<file path="src/rtl/dcache_pkg.sv">
// Shared definitions for the direct-mapped write-through data cache.
// Optional build macro DCACHE_PERF_CNT_EN (used in dcache_ctrl) adds hit/miss counters.
package dcache_pkg;

  typedef enum logic [1:0] {
    ST_IDLE  = 2'd0,
    ST_FILL  = 2'd1,
    ST_WRITE = 2'd2
  } state_t;

  localparam int unsigned WORD_W         = 32;
  localparam int unsigned BYTE_W         = 2;
  localparam int unsigned DEF_LINES      = 8;
  localparam int unsigned DEF_BLOCK_SIZE = 4;

  // Field widths for the default geometry; modules re-derive them from their own parameters.
  localparam int unsigned OFF_W = $clog2(DEF_BLOCK_SIZE);
  localparam int unsigned IDX_W = $clog2(DEF_LINES);
  localparam int unsigned TAG_W = WORD_W - BYTE_W - OFF_W - IDX_W;

  function automatic logic [31:0] block_base(input logic [31:0] addr, input int unsigned block_size);
    return addr & ~(32'(block_size * 4) - 32'd1);
  endfunction

endpackage

</file>
<file path="src/rtl/dcache_array.sv">
// Line storage: valid/tag/data arrays with combinational hit and word read,
// synchronous whole-line fill and single-word write. Only valid bits are reset.
module dcache_array
  import dcache_pkg::*;
#(
  parameter int unsigned LINES      = DEF_LINES,
  parameter int unsigned BLOCK_SIZE = DEF_BLOCK_SIZE
) (
  input  logic                     Clk,
  input  logic                     Rst,
  input  logic [31:0]              lookup_addr,
  output logic                     hit,
  output logic [31:0]              rd_word,
  input  logic                     fill_en,
  input  logic [31:0]              fill_addr,
  input  logic [32*BLOCK_SIZE-1:0] fill_data,
  input  logic                     wr_en,
  input  logic [31:0]              wr_addr,
  input  logic [31:0]              wr_data
);

  localparam int unsigned OW = $clog2(BLOCK_SIZE);
  localparam int unsigned IW = $clog2(LINES);
  localparam int unsigned TW = WORD_W - BYTE_W - OW - IW;

  logic [31:0]   data_q [LINES][BLOCK_SIZE];
  logic [TW-1:0] tag_q  [LINES];
  logic [LINES-1:0] valid_q;

  logic [OW-1:0] lk_off, wr_off;
  logic [IW-1:0] lk_idx, fl_idx, wr_idx;
  logic [TW-1:0] lk_tag, fl_tag;
  logic          unused_bits;

  assign lk_off = lookup_addr[BYTE_W +: OW];
  assign lk_idx = lookup_addr[BYTE_W+OW +: IW];
  assign lk_tag = lookup_addr[31 -: TW];
  assign fl_idx = fill_addr[BYTE_W+OW +: IW];
  assign fl_tag = fill_addr[31 -: TW];
  assign wr_off = wr_addr[BYTE_W +: OW];
  assign wr_idx = wr_addr[BYTE_W+OW +: IW];

  assign unused_bits = ^{lookup_addr[1:0], fill_addr[BYTE_W+OW-1:0], wr_addr[1:0], wr_addr[31 -: TW]};

  assign hit     = valid_q[lk_idx] && (tag_q[lk_idx] == lk_tag);
  assign rd_word = data_q[lk_idx][lk_off];

  always_ff @(posedge Clk or posedge Rst) begin
    if (Rst) begin
      valid_q <= '0;
    end else if (fill_en) begin
      valid_q[fl_idx] <= 1'b1;
    end
  end

  // Fill and single-word write never coincide: the controller issues them from different states.
  always_ff @(posedge Clk) begin
    if (fill_en) begin
      tag_q[fl_idx] <= fl_tag;
      for (int w = 0; w < BLOCK_SIZE; w++) begin
        data_q[fl_idx][w] <= fill_data[32*w +: 32];
      end
    end else if (wr_en) begin
      data_q[wr_idx][wr_off] <= wr_data;
    end
  end

endmodule

</file>
<file path="src/rtl/dcache_ctrl.sv">
// Direct-mapped write-through, write-allocate data cache controller between MEM stage and memory.
// Define DCACHE_PERF_CNT_EN to add the HitCount / MissCount outputs.
//
// state    | meaning
// ST_IDLE  | serve hits; launch a block fill on miss or a write-through on store hit
// ST_FILL  | ReadMiss held until ReadReady, then the line is loaded and the access retried
// ST_WRITE | MemWriteThrough held until WriteReady; the store retires in that cycle
module dcache_ctrl
  import dcache_pkg::*;
#(
  parameter int unsigned LINES      = DEF_LINES,
  parameter int unsigned BLOCK_SIZE = DEF_BLOCK_SIZE
) (
  input  logic                     Clk,
  input  logic                     Rst,
  input  logic [31:0]              CpuAddr,
  input  logic                     CpuRead,
  input  logic                     CpuWrite,
  input  logic [31:0]              CpuWriteData,
  output logic [31:0]              CpuReadData,
  output logic                     Stall,
  output logic [31:0]              MemAddress,
  output logic                     ReadMiss,
  output logic                     MemWriteThrough,
  output logic [31:0]              MemWriteData,
  input  logic [32*BLOCK_SIZE-1:0] MemReadData,
  input  logic                     ReadReady,
  input  logic                     WriteReady
`ifdef DCACHE_PERF_CNT_EN
  ,
  output logic [31:0]              HitCount,
  output logic [31:0]              MissCount
`endif
);

  state_t      state_q, state_d;
  logic        rm_q, rm_d;
  logic        mwt_q, mwt_d;
  logic [31:0] addr_q, addr_d;
  logic [31:0] wdata_q, wdata_d;
  logic        req, hit, fill_en, wr_en;

  assign req = CpuRead | CpuWrite;

  dcache_array #(
    .LINES      (LINES),
    .BLOCK_SIZE (BLOCK_SIZE)
  ) u_array (
    .Clk         (Clk),
    .Rst         (Rst),
    .lookup_addr (CpuAddr),
    .hit         (hit),
    .rd_word     (CpuReadData),
    .fill_en     (fill_en),
    .fill_addr   (addr_q),
    .fill_data   (MemReadData),
    .wr_en       (wr_en),
    .wr_addr     (CpuAddr),
    .wr_data     (CpuWriteData)
  );

  always_ff @(posedge Clk or posedge Rst) begin
    if (Rst) begin
      state_q <= ST_IDLE;
      rm_q    <= 1'b0;
      mwt_q   <= 1'b0;
      addr_q  <= '0;
      wdata_q <= '0;
    end else begin
      state_q <= state_d;
      rm_q    <= rm_d;
      mwt_q   <= mwt_d;
      addr_q  <= addr_d;
      wdata_q <= wdata_d;
    end
  end

  always_comb begin
    state_d = state_q;
    rm_d    = rm_q;
    mwt_d   = mwt_q;
    addr_d  = addr_q;
    wdata_d = wdata_q;
    Stall   = 1'b0;
    fill_en = 1'b0;
    wr_en   = 1'b0;
    case (state_q)
      ST_IDLE: begin
        if (req && !hit) begin
          Stall   = 1'b1;
          state_d = ST_FILL;
          rm_d    = 1'b1;
          addr_d  = block_base(CpuAddr, BLOCK_SIZE);
        end else if (CpuWrite && hit) begin
          Stall   = 1'b1;
          wr_en   = 1'b1;
          state_d = ST_WRITE;
          mwt_d   = 1'b1;
          addr_d  = {CpuAddr[31:2], 2'b00};
          wdata_d = CpuWriteData;
        end
      end
      ST_FILL: begin
        Stall = 1'b1;
        if (ReadReady) begin
          fill_en = 1'b1;
          rm_d    = 1'b0;
          addr_d  = '0;
          state_d = ST_IDLE;
        end
      end
      ST_WRITE: begin
        Stall = !WriteReady;
        if (WriteReady) begin
          mwt_d   = 1'b0;
          addr_d  = '0;
          wdata_d = '0;
          state_d = ST_IDLE;
        end
      end
      default: state_d = ST_IDLE;
    endcase
  end

  assign ReadMiss        = rm_q;
  assign MemWriteThrough = mwt_q;
  assign MemAddress      = addr_q;
  assign MemWriteData    = wdata_q;

`ifdef DCACHE_PERF_CNT_EN
  logic hit_evt, miss_evt;

  // A store hit counts as it enters WRITE; a retried access after a fill is a hit too.
  assign hit_evt  = (state_q == ST_IDLE) && req && hit;
  assign miss_evt = (state_q == ST_IDLE) && req && !hit;

  always_ff @(posedge Clk or posedge Rst) begin
    if (Rst) begin
      HitCount  <= '0;
      MissCount <= '0;
    end else begin
      if (hit_evt)  HitCount  <= HitCount + 32'd1;
      if (miss_evt) MissCount <= MissCount + 32'd1;
    end
  end
`endif

endmodule

</file>
<file path="config.mk">
export PLATFORM = sky130hd
export DESIGN_NAME = dcache_ctrl
export DESIGN_NICKNAME = d
export VERILOG_FILES = /design/src/rtl/dcache_pkg.sv /design/src/rtl/dcache_array.sv /design/src/rtl/dcache_ctrl.sv
export SDC_FILE = /design/constraint.sdc
export NUM_CORES = 1
export LEC_CHECK = 0
export CELL_PAD_IN_SITES_DETAIL_PLACEMENT = 1
export CELL_PAD_IN_SITES_GLOBAL_PLACEMENT = 1
export CORE_UTILIZATION = 40
export CTS_CLUSTER_DIAMETER = 80
export DETAILED_ROUTE_END_ITERATION = 8
export PLACE_DENSITY_LB_ADDON = 0.08
export SYNTH_ARGS = -nofsm -noshare
export SYNTH_HDL_FRONTEND = slang
export SYNTH_SLANG_ARGS = --single-unit
</file>
<file path="constraint.sdc">
create_clock -name Clk -period 6.4 [get_ports Clk]
set_clock_uncertainty 0.15 [all_clocks]
set_input_delay 0.96 -clock Clk [delete_from_list [all_inputs] [get_ports Clk]]
set_output_delay 0.96 -clock Clk [all_outputs]
set_load 0.03 [all_outputs]
</file>
# Word-level counts from Yosys, hierarchy flattened
# Memories as Yosys holds them, arrays and structs flattened.
# Cells that the tools add are included.
word_totals:
  regBits: 76
  latchBits: 0
  mem_bits_rw: 1224
  romBits: 0
  in_bits: 198
  out_inout_bits: 99
  elab_cells: 85
  memories: 2
op_classes:
  addsub: 0
  mul: 0
  div_mod_pow: 0
  magnitude_cmp: 5
  n_eq_ne: 9
  n_shift: 0
  muxes: 44
  bitwise: 3
  n_reduce_logical: 16
memory_table:
  columns: ["memory", "words", "width", "rd", "rd_ports_with_merged_regs", "write_ports", "line_no", "text"]
  rows:
  - ["u_array.data_q", 8, 128, 1, 0, 1, "dcache_array.sv:26", "logic [31:0] data_q [LINES][BLOCK_SIZE];"]
  - ["u_array.tag_q", 8, 25, 1, 0, 1, "dcache_array.sv:27", "logic [TW-1:0] tag_q [LINES];"]
op_table:
  columns: ["operator", "count"]
  rows:
  - ["128-bit two-way mux", 3]
  - ["32-bit two-way mux", 9]
  - ["128-bit OR reduction", 1]
  - ["32-bit one-hot mux with 3 select lines", 1]
  - ["32-bit binary-select mux with 2-bit select", 1]
  - ["32-bit demux with 2-bit select", 1]
  - ["32-bit one-hot mux with 2 select lines", 1]
  - ["25-bit equality test", 1]
  - ["1-bit two-way mux", 17]
  - ["2-bit inequality test, second input constant", 5]
  - ["3-bit by 4-bit < comparator with 1-bit output, second input constant", 2]
  - ["2-bit two-way mux", 4]
  - ["8-bit OR", 1]
  - ["4-bit AND reduction", 2]
  - ["2-bit one-hot mux with 3 select lines", 1]
  - ["3-bit AND reduction", 2]
  - ["1-bit logical AND", 5]
  - ["1-bit one-hot mux with 2 select lines", 2]
  - ["2-bit nonzero test", 2]
  - ["1-bit binary-select mux with 3-bit select", 1]
  - ["1-bit demux with 3-bit select", 1]
  - ["3-bit by 1-bit >= comparator with 1-bit output, second input constant", 1]
  - ["3-bit >= comparator, second input constant", 1]
  - ["3-bit by 1-bit < comparator with 1-bit output, second input constant", 1]
  - ["10 further kinds", 11]

# Logic depth before layout (Yosys ltp)
# Gate-level depths: netlist (run 1).
logic_depth:
  word_depth: 12
  ltp_mapped: 15
  mapped_depth_nobuf: 9

# By module
# A second synthesis (run 1) with hierarchy kept.
unflattened:
  hier_cells: 2451
  area_unflattened_um2: 51348.0
modules_own_cells:
  columns: ["module", "instances", "cells_each", "area_each_um2", "seq_area_each_um2"]
  rows:
  - ["dcache_array", 1, 2242, 48395.2, 36955.4]
  - ["dcache_ctrl", 1, 209, 2952.8, 1651.6]

# Worst setup path before layout (run 1)
# Ideal clock, no wire load.
synth_timing:
  path_kind: "in2reg"
  start: "input port CpuAddr[5]"
  end: "memory u_array.data_q[5][0] (netlist bit), enable pin"
  setup_ps: 421
  arrival_time_ps: 4809
  required_time_ps: 5829
  slack_ps: 1020
  stages: 15
  path_buffers: 6
  cell_sequence: "buf_2 > buf_2 > buf_2 > mux4_2 > mux2i_1 > xnor2_1 > nor3_2 > nand4_1 > nor4_1 > buf_4 > nand2_4 > buf_6 > buf_6 > mux2i_4 > nor2_1"
synth_between:
  elab_chain_cells: 12
  elab_cells_between_ends: 17
  cone_classes: "eq/ne: 1; mux: 10; reduce/logical: 5; memory: 1"
synth_rtl:
  columns: ["element", "line_no", "text"]
  rows:
  - ["start, declared", "dcache_ctrl.sv:16", "input logic [31:0] CpuAddr,"]
  - ["memory 8 x 25 bit / 1-bit binary-select mux with 3-bit select (equally long branches)", null, null]
  - ["25-bit equality test / 1-bit two-way mux (equally long branches)", "dcache_array.sv:45", "assign hit = valid_q[lk_idx] && (tag_q[lk_idx] == lk_tag);"]
  - ["1-bit logical AND", "dcache_array.sv:45", null]
  - ["1-bit logical AND / 1-bit zero test (equally long branches)", "dcache_ctrl.sv:94, dcache_ctrl.sv:89", null]
  - ["1-bit two-way mux / 1-bit logical AND (equally long branches)", "dcache_ctrl.sv:94, dcache_ctrl.sv:89", null]
  - ["1-bit two-way mux", "dcache_ctrl.sv:89", "if (req && !hit) begin"]
  - ["1-bit two-way mux", "dcache_ctrl.sv:87", "case (state_q)"]
  - ["1-bit two-way mux", "dcache_array.sv:63", "end else if (wr_en) begin"]
  - ["1-bit two-way mux", "dcache_array.sv:58", "if (fill_en) begin"]
  - ["128-bit two-way mux (not written as such)", "dcache_array.sv:64", "data_q[wr_idx][wr_off] <= wr_data;"]
  - ["128-bit OR reduction (no source line)", null, null]
  - ["3-bit two-way mux (no source line) / 128-bit two-way mux (equally long branches)", null, null]
  - ["end, declared", "dcache_array.sv:26", null]
# Several ways; a longest one is shown, not always the timed one. The select of a mux whose other input is x is not followed.

# Final worst setup path (run 1)
layout_timing:
  start: "input port CpuAddr[6]"
  end: "output port Stall"
layout_between:
  elab_chain_cells: 7
  elab_cells_between_ends: 11
  cone_classes: "eq/ne: 1; mux: 5; reduce/logical: 4; memory: 1"
layout_rtl:
  columns: ["element", "line_no", "text"]
  rows:
  - ["memory 8 x 25 bit / 1-bit binary-select mux with 3-bit select (equally long branches)", null, null]
  - ["25-bit equality test / 1-bit two-way mux (equally long branches)", "dcache_array.sv:45", null]
  - ["1-bit logical AND *", "dcache_array.sv:45", null]
  - ["1-bit logical AND / 1-bit zero test (equally long branches)", "dcache_ctrl.sv:94, dcache_ctrl.sv:89", null]
  - ["1-bit two-way mux / 1-bit logical AND (equally long branches)", "dcache_ctrl.sv:94, dcache_ctrl.sv:89", null]
  - ["1-bit two-way mux *", "dcache_ctrl.sv:89", null]
  - ["1-bit one-hot mux with 3 select lines *", "dcache_ctrl.sv:87", null]
  - ["end, declared", "dcache_ctrl.sv:21", "output logic Stall,"]
# Every way passes the cells marked *; elsewhere a longest branch is shown, timed or not. The select of a mux whose other input is x is not followed.

==> run_results.csv, run 1 <==
group,metric,value,unit
status,status,"finished, final reports clean",
global_routing,antenna_found_initial,16,
setup_path,reg2reg_depth,11,
clock_tree,cts_sinks,1298,
clock_tree,cts-root-buf,"clkbuf_16",
floorplan,core.rowCount,132,
worst_hold_path,hold-path-endpoint,"u_array.valid_q[1]$_DFFE_PP0P_",
yosys,synth_area,52400,µm²
detailed_routing,route.detailed.drc,0,
yosys,synth_mux_area_share,21.0,%
clock_tree,clock_latency,0.77,ns
clock_tree,cts_made_buffers,144,
setup_path,required,5.29,ns
clock_tree,tritoncts,"done",
setup_path,r2r_start,"u_array.tag_q[7][7]$_DFFE_PP_",
yosys,synth-simple-area-share,1.87,%
power,vdd_drop_max,251,µV
yosys,synth_cells,2440,
yosys,synth_edf_count,1224,
global_routing,grt_pass1_wl,209,mm
floorplan,ios,297,
clock_tree,cts_buffer_depth,3,
sta,fmax,0.176,GHz
sta,tightest_slew,1.09,ns
yosys,ys_seq_elements,1298,
global_routing,first_global_vias,28000,
layout,layout-drive-gt1-share,29.5,%
sta,slew_viol_final,0,
yosys,synth_warnings,0,
floorplan,die_h,364,µm
sta,hold_violations,0,
yosys,ys_seq_area_share,73.7,%
yosys,synth_top_area_share,70.2,%
job,maxCapViolCount,0,
clock_tree,clk_pin_slew,0.06,ns
worst_hold_path,hold_start,"u_array.valid_q[1]$_DFFE_PP0P_",
yosys,synth-main-ff-cell,"edfxtp_1",
yosys,avgSynthCellArea,21.5,µm²
yosys,yosys.cell_types.count,58,
sta,rsz0062_at_grt,"no",
placement,place_congestion,0.740,
sta,setup-tns-final,0,ns
clock_tree,cts_max_level,4,
global_routing,grt_max_degree,116,
yosys,synth_fa_ha_area_share,0.0956,%
placement,port_buffers,292,
yosys,yosysTopAreaCell,"edfxtp_1",
floorplan,die-area,132000,µm²
yosys,synth_compound_area_share,1.66,%
yosys,synth_area_leaders,"edfxtp_1 70%, mux4_2 13%, dfrtp_1 3.5%",
detailed_routing,dr_total_vias,26100,
setup_path,cp-start-kind,"primary input",
placement,dp.final_hpwl,89.8,mm
placement,placed_area,58300,µm²
yosys,async_flop_share,5.70,%
detailed_routing,dr.pass1.iters,5,
yosys,synth_xor_area_share,0.184,%
clock_tree,cts_resized,0,
sta,min_period_over_period,88.6,%
sta,min_period,5.67,ns
floorplan,fp.dieW,364,µm
sta,finalSetupViolations,0,
layout,fin_cells,4709,
placement,dp_slack,0.661,ns
setup_path,setup.worst_path.end_class,"output port",
layout,design_area,63000,µm²
power,p_leak,20.8,nW
global_routing,grt.overflow.total,0,
sta,maxSlewHeadroom,25.5,%
yosys,synth_top_family_by_area,"multiplexers",
worst_hold_path,worstHoldPathType,"reg2reg",
layout,filler_cell_count,11600,
power,p_per_area,347,nW/µm²
setup_path,worstSetupPathType,"in2out",
detailed_routing,drt_iter0_drc,2234,
setup_path,regToRegSetupSlack,1.87,ns
layout,areaGrowthSynthToFinish,20.3,%
floorplan,initial_core_util,40.4,%
sta,setup_slack,0.727,ns
floorplan,core,130000,µm²
worst_hold_path,hold_depth,1,
global_routing,grt.total_usage,22.8,%
placement,dp.cells,4439,
setup_path,path_max_fanout,14,
clock_tree,cts_hold_buf,0,
setup_path,r2r_end,"u_array.data_q[3][62]$_DFFE_PP_",
detailed_routing,post_drt_wl_per_cell,31.6,µm
clock_tree,cts_setup_buffers,0,
detailed_routing,vias_per_cell,5.54,
layout,layout.nets,3045,
setup_path,critPathArrivalTime,4.56,ns
detailed_routing,antenna_left,0,
detailed_routing,totalWireLength,149,mm
[power by group]
group          internal (mW)  switching, mW
clock                   4.93           3.32
combinational           1.23           1.87
sequential              10.2          0.329
[area by class of cell]
| cell class | count | area, µm² | area share [%] |
|---|---|---|---|
| clock inverters | 61 | 644 | 1.02 |
| flip-flops and latches | 1298 | 38600 | 61.3 |
| diodes | 5 | 12.5 | 0.0199 |
| well taps | 1742 | 2180 | 3.46 |
| multi-input cells | 998 | 13300 | 21.1 |
| inverters | 10 | 40.0 | 0.0635 |
| repair buffers | 391 | 4170 | 6.61 |
| clock buffers | 204 | 4050 | 6.42 |
[layer usage]
layer	share of wire [%]	track usage, %
met3	7.5	5.73
met5	0.013	0
met4	2.2	6.62
met1	43	32.0
met2	47	35.3
[critical path, cell delays in order]
cell and delay (ns):
buf_6 0.19, nor2b_2 0.68, a22oi_1 0.20, a21o_1 0.22
a211oi_1 0.50, nand4_1 0.38, nor4_4 0.37, o21ba_2 0.20
o21a_1 0.11, nor2_1 0.11, clkdlybuf4s50_1 0.62
[worst max path at each step]
stage	from	end	slack [ns]	cells past startpoint
2_1_floorplan	CpuAddr[5]	u_array.data_q[5][0]$_DFFE_PP_	1.02	15
3_3_place_gp	CpuAddr[6]	u_array.data_q[5][113]$_DFFE_PP_	0.68	13
3_5_place_dp	CpuAddr[6]	u_array.data_q[5][113]$_DFFE_PP_	0.66	13
4_1_cts	CpuAddr[6]	Stall	0.71	11
5_1_grt	CpuAddr[6]	Stall	0.59	11
6_report	CpuAddr[6]	Stall	0.73	11
[state kept, by name (all words and copies together), names as in the netlist]
register         flops
u_array.data_q    1024
u_array.tag_q      200
MemWriteData        32
MemAddress          30
u_array.valid_q      8
state_q              2
MemWriteThrough      1
ReadMiss             1
[placed cells by master, fill, tap and decap left out, types with 8 or more instances in the layout]
| master | n |
|---|---|
| edfxtp_1 | 1224 |
| mux4_2 | 312 |
| clkdlybuf4s50_1 | 287 |
| mux2i_1 | 164 |
| clkbuf_16 | 150 |
| mux2_2 | 111 |
| dfrtp_1 | 74 |
| mux2_4 | 69 |
| buf_4 | 59 |
| clkbuf_1 | 45 |
| nand2_1 | 44 |
| buf_12 | 40 |
| o21ai_0 | 39 |
| nor2_4 | 32 |
| nor2b_1 | 29 |
| a22oi_1 | 25 |
| o22ai_1 | 24 |
| or2_2 | 22 |
| clkinv_2 | 21 |
| clkinv_1 | 19 |
| bufinv_16 | 13 |
| nor2_1 | 12 |
| nand3_1 | 11 |
| a22o_1 | 10 |
| xnor2_1 | 10 |
| inv_1 | 9 |
| clkbuf_8 | 9 |
| a21oi_1 | 8 |
[cell usage after synthesis, types with 2 or more instances]
library cell / count
dfrtp_1: 74
a21oi_1: 8
clkbuf_1: 56
mux2i_4: 2
edfxtp_1: 1224
ha_1: 4
nand2b_1: 5
nor3b_1: 2
and2_1: 3
nor3_1: 9
and3_1: 2
buf_6: 10
or3_1: 2
a22o_1: 10
nor2_1: 47
o21a_1: 7
nand4_1: 4
mux4_2: 312
inv_1: 10
nand3_1: 11
mux2_4: 69
o22ai_1: 24
buf_12: 4
buf_2: 35
buf_4: 7
nand2_1: 44
mux2_2: 111
nor4_1: 2
a21o_1: 6
a22oi_1: 25
mux2i_1: 164
o21ai_0: 39
xnor2_1: 10
buf_1: 22
a211oi_1: 2
nor2b_1: 31
or2_2: 22
[cells by family after synthesis]
| group | count (synthesis) |
|---|---|
| flip-flops | 1298 |
| multiplexers | 658 |
| AND/OR/NAND/NOR | 191 |
| buffers and inverters | 145 |
| AO/OA/AOI/OAI | 132 |
| XOR/XNOR | 11 |
| adder cells (fa/ha/maj) | 4 |
| other | 1 |
[stage by stage]
| step | power [mW] | hold slack (ns) | util (%) |
|---|---|---|---|
| global placement | 13.7 | 0.296 | 45.0 |
| floorplan | 12.3 | 0.284 | - |
| CTS | 22.1 | 0.320 | 48.6 |
| detailed placement | 13.8 | 0.303 | 45.0 |
| global route | 22.6 | 0.336 | 48.6 |
| finish | 21.9 | 0.319 | 48.6 |
Power figures use the tool's default switching activity.
==> inputs of run 2 (changes only) <==
CAP_MARGIN = 20   (was default)
==> results of run 2 <==
Final layout, timing and power as in run 1 (identical DEF).
==> inputs of run 3 (changes only) <==
ABC_CLOCK_PERIOD_IN_PS = 6400   (was default)
==> results of run 3 <==
Final layout, timing and power as in run 1 (identical DEF).
